## src/rtl/dut_io_stream_pack_pkg.sv

```systemverilog
// Shared definitions for the AXI-word <-> DUT-vector stream bridge:
// mode encodings, FSM state types and word-count helpers.
package dut_io_stream_pack_pkg;

  // Transfer modes shared by the input and output sides
  localparam logic MODE_SEQ  = 1'b0;
  localparam logic MODE_ADDR = 1'b1;

  // Input side: gather words, then apply the vector to the DUT in one cycle
  typedef enum logic {
    IN_FILL   = 1'b0,
    IN_COMMIT = 1'b1
  } in_state_t;

  // Output side: wait for a capture, then present snapshot words
  typedef enum logic {
    OUT_IDLE  = 1'b0,
    OUT_DRAIN = 1'b1
  } out_state_t;

  // Number of words needed to hold a vector of the given width
  function automatic int ceil_div(input int num, input int den);
    return (num + den - 1) / den;
  endfunction

  // Pointer width for a word count; a single-word buffer still gets one bit
  function automatic int ptr_width(input int words);
    return (words > 1) ? $clog2(words) : 1;
  endfunction

endpackage

```

## src/rtl/dut_io_stream_pack_word_ptr.sv

```systemverilog
// Word pointer: counts 0..WORDS-1 with synchronous clear and wrap,
// and flags when it sits on the last word. Used for both wp and rp.
module dut_io_stream_pack_word_ptr
  import dut_io_stream_pack_pkg::*;
#(
  parameter int WORDS = 8,
  localparam int PW   = ptr_width(WORDS)
) (
  input  logic          clk,
  input  logic          reset,
  input  logic          clear,
  input  logic          inc,
  output logic [PW-1:0] ptr,
  output logic          last
);

  localparam logic [PW-1:0] LAST_IDX = PW'(WORDS - 1);

  assign last = (ptr == LAST_IDX);

  // Clear wins over increment so a restart never skips word 0
  always_ff @(posedge clk or posedge reset) begin
    if (reset) begin
      ptr <= '0;
    end else if (clear) begin
      ptr <= '0;
    end else if (inc) begin
      ptr <= last ? '0 : ptr + 1'b1;
    end
  end

endmodule

```

## src/rtl/dut_io_stream_pack.sv

```systemverilog
// Bridge between the 32-bit AXI-side word stream and arbitrary-width DUT
// vectors. Input words are staged and applied to the DUT atomically;
// DUT outputs are snapshotted and drained word by word.
module dut_io_stream_pack
  import dut_io_stream_pack_pkg::*;
#(
  parameter int IN_WIDTH   = 256,
  parameter int OUT_WIDTH  = 256,
  parameter int WORD_WIDTH = 32
) (
  input  logic                  clk,
  input  logic                  reset,
  input  logic [WORD_WIDTH-1:0] in_word,
  input  logic                  in_valid,
  output logic                  in_ready,
  input  logic                  in_mode,
  input  logic [31:0]           in_addr,
  input  logic                  in_commit,
  output logic [IN_WIDTH-1:0]   dut_in_vec,
  output logic                  dut_in_update,
  input  logic [OUT_WIDTH-1:0]  dut_out_vec,
  input  logic                  out_capture,
  output logic [WORD_WIDTH-1:0] out_word,
  output logic                  out_valid,
  input  logic                  out_ready,
  input  logic                  out_mode,
  input  logic [31:0]           out_addr,
  output logic                  addr_err
);

  localparam int IN_WORDS  = ceil_div(IN_WIDTH, WORD_WIDTH);
  localparam int OUT_WORDS = ceil_div(OUT_WIDTH, WORD_WIDTH);
  localparam int IN_BITS   = IN_WORDS * WORD_WIDTH;
  localparam int OUT_BITS  = OUT_WORDS * WORD_WIDTH;
  localparam int IPW       = ptr_width(IN_WORDS);
  localparam int OPW       = ptr_width(OUT_WORDS);
  localparam logic [31:0] IN_LIMIT  = 32'(IN_WORDS);
  localparam logic [31:0] OUT_LIMIT = 32'(OUT_WORDS);

  // ---------------- input side ----------------
  in_state_t                            in_state;
  logic [IN_WORDS-1:0][WORD_WIDTH-1:0]  staging;
  logic [IN_WORDS-1:0][WORD_WIDTH-1:0]  staging_next;
  logic [IN_BITS-1:0]                   staging_next_flat;
  logic [IPW-1:0]                       wp;
  logic                                 wp_last;
  logic                                 in_hs;
  logic                                 in_seq;
  logic                                 in_addr_ok;
  logic                                 in_done;

  assign in_hs      = in_valid && in_ready;
  assign in_seq     = (in_mode == MODE_SEQ);
  assign in_addr_ok = (in_addr < IN_LIMIT);
  assign in_done    = (in_state == IN_FILL) &&
                      (in_commit || (in_hs && in_seq && wp_last));

  dut_io_stream_pack_word_ptr #(.WORDS(IN_WORDS)) u_wp (
    .clk   (clk),
    .reset (reset),
    .clear (in_state == IN_COMMIT),
    .inc   (in_hs && in_seq),
    .ptr   (wp),
    .last  (wp_last)
  );

  // Staging contents after this cycle's write, so a word written alongside
  // a commit lands in the committed vector
  always_comb begin
    staging_next = staging;
    if (in_hs) begin
      if (in_seq) begin
        staging_next[wp] = in_word;
      end else if (in_addr_ok) begin
        staging_next[in_addr[IPW-1:0]] = in_word;
      end
    end
  end

  assign staging_next_flat = staging_next;

  // Input FSM: vector and update pulse appear the cycle after the final word
  always_ff @(posedge clk or posedge reset) begin
    if (reset) begin
      in_state      <= IN_FILL;
      in_ready      <= 1'b1;
      dut_in_update <= 1'b0;
      dut_in_vec    <= '0;
      staging       <= '0;
    end else begin
      staging       <= staging_next;
      dut_in_update <= 1'b0;
      case (in_state)
        IN_FILL: begin
          if (in_done) begin
            in_state      <= IN_COMMIT;
            in_ready      <= 1'b0;
            dut_in_update <= 1'b1;
            dut_in_vec    <= staging_next_flat[IN_WIDTH-1:0];
          end
        end
        IN_COMMIT: begin
          in_state <= IN_FILL;
          in_ready <= 1'b1;
        end
        default: begin
          in_state <= IN_FILL;
          in_ready <= 1'b1;
        end
      endcase
    end
  end

  // ---------------- output side ----------------
  out_state_t                           out_state;
  logic [OUT_WORDS-1:0][WORD_WIDTH-1:0] snapshot;
  logic [OPW-1:0]                       rp;
  logic                                 rp_last;
  logic                                 out_hs;
  logic                                 out_seq;
  logic                                 out_addr_ok;

  assign out_hs      = out_valid && out_ready && !out_capture;
  assign out_seq     = (out_mode == MODE_SEQ);
  assign out_addr_ok = (out_addr < OUT_LIMIT);

  dut_io_stream_pack_word_ptr #(.WORDS(OUT_WORDS)) u_rp (
    .clk   (clk),
    .reset (reset),
    .clear (out_capture),
    .inc   (out_hs && out_seq),
    .ptr   (rp),
    .last  (rp_last)
  );

  // Output FSM: a capture always restarts the drain from word 0
  always_ff @(posedge clk or posedge reset) begin
    if (reset) begin
      out_state <= OUT_IDLE;
      out_valid <= 1'b0;
      snapshot  <= '0;
    end else if (out_capture) begin
      out_state <= OUT_DRAIN;
      out_valid <= 1'b1;
      snapshot  <= OUT_BITS'(dut_out_vec);
    end else if (out_state == OUT_DRAIN && out_hs && out_seq && rp_last) begin
      out_state <= OUT_IDLE;
      out_valid <= 1'b0;
    end
  end

  // Zero-latency word select from registered snapshot; out-of-range reads give 0
  always_comb begin
    out_word = '0;
    if (out_valid) begin
      if (out_seq) begin
        out_word = snapshot[rp];
      end else if (out_addr_ok) begin
        out_word = snapshot[out_addr[OPW-1:0]];
      end
    end
  end

  // Sticky flag for any completed handshake that addressed a missing word
  always_ff @(posedge clk or posedge reset) begin
    if (reset) begin
      addr_err <= 1'b0;
    end else if ((in_hs && !in_seq && !in_addr_ok) ||
                 (out_hs && !out_seq && !out_addr_ok)) begin
      addr_err <= 1'b1;
    end
  end

endmodule

```

## config.mk

```make
export PLATFORM = sky130hd
export DESIGN_NAME = dut_io_stream_pack
export DESIGN_NICKNAME = d
export VERILOG_FILES = /design/src/rtl/dut_io_stream_pack_pkg.sv /design/src/rtl/dut_io_stream_pack_word_ptr.sv /design/src/rtl/dut_io_stream_pack.sv
export SDC_FILE = /design/constraint.sdc
export NUM_CORES = 2
export LEC_CHECK = 0
export ABC_CLOCK_PERIOD_IN_PS = 34000
export CORE_ASPECT_RATIO = 1.25
export CORE_MARGIN = 2
export CORE_UTILIZATION = 43
export CTS_BUF_LIST = sky130_fd_sc_hd__clkbuf_8
export DETAILED_ROUTE_END_ITERATION = 10
export PLACE_DENSITY = 0.75
export SETUP_SLACK_MARGIN = 0.02
export SYNTH_ARGS = -nofsm -noshare
export SYNTH_HDL_FRONTEND = slang
export SYNTH_SLANG_ARGS = --single-unit
```

## constraint.sdc

```tcl
create_clock -name clk -period 34 [get_ports clk]
set_input_delay 6.8 -clock clk [delete_from_list [all_inputs] [get_ports clk]]
set_output_delay 6.8 -clock clk [all_outputs]
set_load 0.01 [all_outputs]
```

======== Yosys cells after proc, flatten, opt, wreduce, memory -nomap -nowiden ========
Index checks and enable logic that the tools add are counted.
word-level totals
  memory bits (read-only) ................. 0
  latch bits .............................. 0
  input bits .............................. 360
  bits in writable memories ............... 0
  bits in registers ....................... 779
  memories ................................ 0
operators by class
  bitwise operators ....................... 3
  add/sub/neg operators ................... 2
  reductions and logical operators ........ 25
  shift operators ......................... 0
  order comparisons ....................... 8
  equal/unequal tests ..................... 3
  mux-type cells .......................... 29
  $mul .................................... 0
  divide/modulo/power cells ............... 0
operator list
  kind                 count
  $mux 256             3
  $bwmux 256           2
  $mux 32              7
  $bmux 32 s3          2
  $demux 32 s3         2
  $lt 32x4->1 const B  2
  $mux 3               6
  $logic_and 1x1->1    16
  $lt 3x4->1 const B   4
  $add 3x1->3 const B  2
  $eq 3x3->1 const B   2
  $ge 3x1->1 const B   2
  $reduce_bool 2->1    3
  $mux 1               5
  $pmux 1 s2           2
  $logic_not 1->1      3
  $not 1->1            3
  $logic_or 1x1->1     2
  $ne 2x2->1 const B   1
  $reduce_and 2->1     1

======== Longest topological paths before layout ========
  depth in word-level cells ............... 8
  mapped depth ............................ 10
  depth with buffers taken out ............ 7

======== Cells and area by module ========
From an unflattened synthesis, not the netlist that was laid out.
second synthesis, totals
  cell total of the unflattened synthesis .. 3193
  area total of the unflattened synthesis .. 35542.8 um2
by module, submodules not included
  module                       cells an instance  sequential area each (um2)  times used  area an instance (um2)
  dut_io_stream_pack           3167               19319.8                     1           35232.5
  dut_io_stream_pack_word_ptr  13                 75.1                        2           155.1

======== Worst setup path after synthesis ========
Ideal clock, no wire load.
  path kind ............................... input to output
  start point ............................. in out_addr[0]
  end point ............................... out out_word[10]
  slack ................................... 18.789 ns
  stages on the path ...................... 6
  data required time ...................... 27.200 ns
  arrival ................................. 8.411 ns
  cells stage by stage .................... clkbuf_1 > buf_2 > mux4_2 > mux2i_1 > o22ai_1 > and2_1
between the ends
  cells in the longest elaborated chain, start to end .. 5
RTL lines
  what                                                 line                       source
  start: declaration                                   dut_io_stream_pack.sv:27   input logic [31:0] out_addr,
  branches (longest 2 deep; another with $lt 32x4->1)  n/a
  $mux 32 *                                            dut_io_stream_pack.sv:158  end else if (out_addr_ok) begin
  $mux 32 *                                            dut_io_stream_pack.sv:156  if (out_seq) begin
  $mux 32 *                                            dut_io_stream_pack.sv:155  if (out_valid) begin
  end: declaration                                     dut_io_stream_pack.sv:23   output logic [WORD_WIDTH-1:0] out_word,
Mark *: on every way between the ends. The select of a mux whose other input is x is not followed.

======== Worst setup path in the final report ========
  start point ............................. in out_addr[15]
  end point ............................... out out_word[2]
between the ends
  cells in the longest elaborated chain, start to end .. 4
RTL lines
  what         line                       source
  $lt 32x4->1  dut_io_stream_pack.sv:125  assign out_addr_ok = (out_addr < OUT_LIMIT);
  $mux 32      dut_io_stream_pack.sv:158
  $mux 32      dut_io_stream_pack.sv:156
  $mux 32      dut_io_stream_pack.sv:155
No other way between the ends.

==> reports/results.tsv <==
stage	metric	value	unit
clock_network	Reg clk slew, reported paths	60	ps
die	die area	84100	um2
drt	detailed-route wire length	120000	um
logic_synthesis	Post-Synth Adder-Cell Area	0.142	%
global_route	largest net degree at the start of global routing	203	
timing	Fin. Hold Viols	0	
timing	slew margin rel.	19.9	%
critical_path	crit path to	out_word[2]	
logic_synthesis	Synth Area in XOR/XNOR	0	%
power_and_ir_drop	Logic pwr share	18.3	%
logic_synthesis	post-synthesis cell area	35100	um2
logic_synthesis	Area contributors post-synth	dfrtp_1, mux2_2, mux4_2	
logic_synthesis	Yosys top cell area share	55.3	%
clock_network	post-CTS setup buffers	0	
logic_synthesis	Netlist cell types	40	
run	max_cap viols	0	
logic_synthesis	post-synth net total	3484	
critical_path	Reg2Reg Depth	8	
critical_path	CP startpoint	out_addr[15]	
cells_and_area	Fillers	6943	
die	num rows	117	
clock_network	Post-CTS Hold Buffers	0	
worst_hold_path	Worst Hold Class	reg2reg	
clock_network	Clk Latency, worst-skew pair	770	ps
clock_network	number of clock sinks	778	
critical_path	crit end category	output port	
timing	RSZ-0062 raised after global routing	no	
logic_synthesis	Synth Area per Inst	11.3	um2
power_and_ir_drop	Max VDD drop	0.0328	mV
cells_and_area	Final nets	4021	
drt	drt initial violations	3146	
placed_design	Final HPWL DP	78700	um
timing	period utilization	48.8	%
logic_synthesis	FF+latch count, synth	778	
critical_path	reg2reg setup slack	30570	ps
drt	vias per inst	5.93	
power_and_ir_drop	Power Density	52.3	nW/um2
critical_path	Slowest cell on crit path	nor4_1	
placed_design	RePlAce Congestion	0.901	
timing	Slew @ Worst Pin	1200	ps
power_and_ir_drop	LEAKAGE	18.9	nW
drt	ANT nets after route	0	
logic_synthesis	Synth Area in Compound Gates	13.5	%
logic_synthesis	post-synthesis simple-gate area fraction	9.40	%
timing	FMAX	0.0603	GHz
global_route	number of global-route vias before repair	28100	
logic_synthesis	mux cell area share after synthesis	18.2	%
logic_synthesis	cell taking the most area after synthesis	dfrtp_1	
timing	fin. max-slew vios	0	
logic_synthesis	number of synthesized flops with an enable pin	0	
critical_path	WP buf/inv	3	
critical_path	crit path DAT	9790	ps
critical_path	crit path kind	in2out	
logic_synthesis	most common cell in the netlist	dfrtp_1	
clock_network	H-tree level count	3	
clock_network	largest buffer count on any clock path	3	
global_route	grt total ovfl	0	
critical_path	startpoint type of the worst setup path	primary input	
worst_hold_path	hold path cells	1	
run_status	status	finished, final reports clean	
clock_network	CTS tree	built	
critical_path	CP peak stage delay	640	ps
clock_network	TritonCTS Buffers	120	
logic_synthesis	Synth Flop Type	dfrtp_1	
placed_design	placed insts	4606	
critical_path	Most common cell on crit path	clkdlybuf4s50_1	
critical_path	largest fanout on the critical path	32	
logic_synthesis	largest family of logic cells by synthesized area	multiplexers	
drt	via count	28800	
power_and_ir_drop	total net switching power	0.657	mW
critical_path	Top delay family on crit path	buffers and inverters	
logic_synthesis	Synth Instances	3120	
critical_path	CP cell instances	clkdlybuf4s50_1 > nor4_1 > and4_1 > nand3_1 > buf_4 > o22ai_1 > and2_1 > clkdlybuf4s50_1	
logic_synthesis	FFs w/ async S/R, synth	100	%
timing	setup TNS	0	ps
power_and_ir_drop	Reg power frac	47.2	%
power_and_ir_drop	Net Sw Frac	28.0	%
logic_synthesis	synthesis warning total	0	
timing	Setup violations, final	0	
timing	worst setup margin	17410	ps
die	I/O Pins	652	
power_and_ir_drop	Design Power	2.35	mW
critical_path	CP required	27200	ps
global_route	gr usage total	28.0	%
clock_network	CTS resizes	0	
drt	drt drc	0	
cells_and_area	area grow syn2layout	27.6	%
timing	Tmin final	16590	ps
die	initial cell density of the core	43.3	%
placed_design	PortBufs	651	
die	die width	260	um
clock_network	CTS root buf	clkbuf_8	
global_route	global-route wire length before repair	177000	um
die	Core ar.	81200	um2
power_and_ir_drop	P_int	1.69	mW
power_and_ir_drop	Clk network pwr share	34.6	%
critical_path	Critical R2R Launch	u_wp.ptr[0]	
die	Die Height	324	um
logic_synthesis	most common library cells after synthesis	dfrtp_1, o21ai_0, nand2_1	
placed_design	DP Worst Slack	17390	ps
cells_and_area	layout cells sized above 1	17.2	%
global_route	initial antenna violation count	39	
timing	Worst Skew	65.2	ps
logic_synthesis	Seq/Total Area, Yosys	55.4	%
critical_path	Crit path depth	8	
drt	WL/cell	24.8	um
critical_path	Crit Reg-Reg Endpoint	dut_in_vec[0]	
cells_and_area	Post-Layout Cell Count	4853	
drt	drt pass-1 iters	6	
## final cells by class
cell class | instances | area (um2) | share of cell area [%]
Sequential cell | 778 | 19500 | 43.4
Multi-Input combinational cell | 2059 | 14500 | 32.4
Timing Repair Buffer | 696 | 6860 | 15.3
Clock buffer | 160 | 2200 | 4.91
Tap cell | 1071 | 1340 | 2.99
Clock inverter | 56 | 309 | 0.689
Antenna cell | 31 | 77.6 | 0.173
Inverter | 2 | 22.5 | 0.0502
## worst register-to-register path, stage by stage, from the launching register on
cell and delay [ps]:
dfrtp_1 540, ha_1 290, ha_1 190, a21oi_1 130, or2_4 170, buf_4 690, buf_4 910, a31oi_1 270
a21oi_1 210
## cells by family (layout without fill, tap and decap cells)
kind of cell    after synthesis  count (layout)
simple gates                733             733
mux                         448             448
other cells                   0              31
flops                       778             778
buf+inv                     283             914
fa+ha+maj                     4               4
compound gates              874             874
## per-layer routing
layer	up-vias	track usage (%)	share of wire (%)
met4	14	18.4	6.9
met1	14500	33.9	36
met2	1420	43.7	48
met5	-	0	0.089
met3	359	7.84	9.3
li1	12500	-	-
## how the worst min path moves through the flow
stage | from | endpoint
2_1_floorplan | staging[100] | staging[100]
3_3_place_gp | addr_err | addr_err
3_5_place_dp | addr_err | addr_err
4_1_cts | addr_err | addr_err
5_1_grt | staging[117] | staging[117]
6_report | addr_err | addr_err
## layout by cell type (no fill, tap or decap), types with 5 or more instances in the layout
cell and n:
clkinv_2 13, buf_4 45, mux2_2 256, nor3_1 5, clkbuf_8 160, a21oi_1 169
nor2_1 266, clkdlybuf4s50_1 647, o21ai_0 394, mux2i_1 64, nor4_1 7, dfrtp_1 773
inv_1 35, diode_2 31, o21ai_1 22, o22ai_1 32, nand2_1 269, mux4_2 128
a31oi_1 256, and2_1 32, nand3_1 105, nor4_4 10
## registers in the layout, indices dropped and copies added (netlist names)
signal	cells
dut_in_vec	256
addr_err	1
out_state	1
staging	256
u_wp.ptr	3
in_ready	1
dut_in_update	1
u_rp.ptr	3
snapshot	256
## power groups by stage
| stage | logic, mW | registers, mW | clock network, mW |
|---|---|---|---|
| 3_3_place_gp | 0.418 | 1.11 | 0 |
| 6_report | 0.428 | 1.11 | 0.811 |
| 5_1_grt | 0.460 | 1.12 | 0.868 |
| 4_1_cts | 0.429 | 1.10 | 0.826 |
| 2_1_floorplan | 0.195 | 1.12 | 0 |
| 3_5_place_dp | 0.427 | 1.12 | 0 |
## metrics by stage
stage          cell area, um2  utilization, %  hold WS (ps)
2_1_floorplan           35100               -           461
3_3_place_gp            42200            52.0           460
3_5_place_dp            42200            52.0           463
4_1_cts                 44800            55.1           480
5_1_grt                 44800            55.2           516
6_report                44800            55.2           476
No activity file was read; power rests on OpenSTA's default activity.
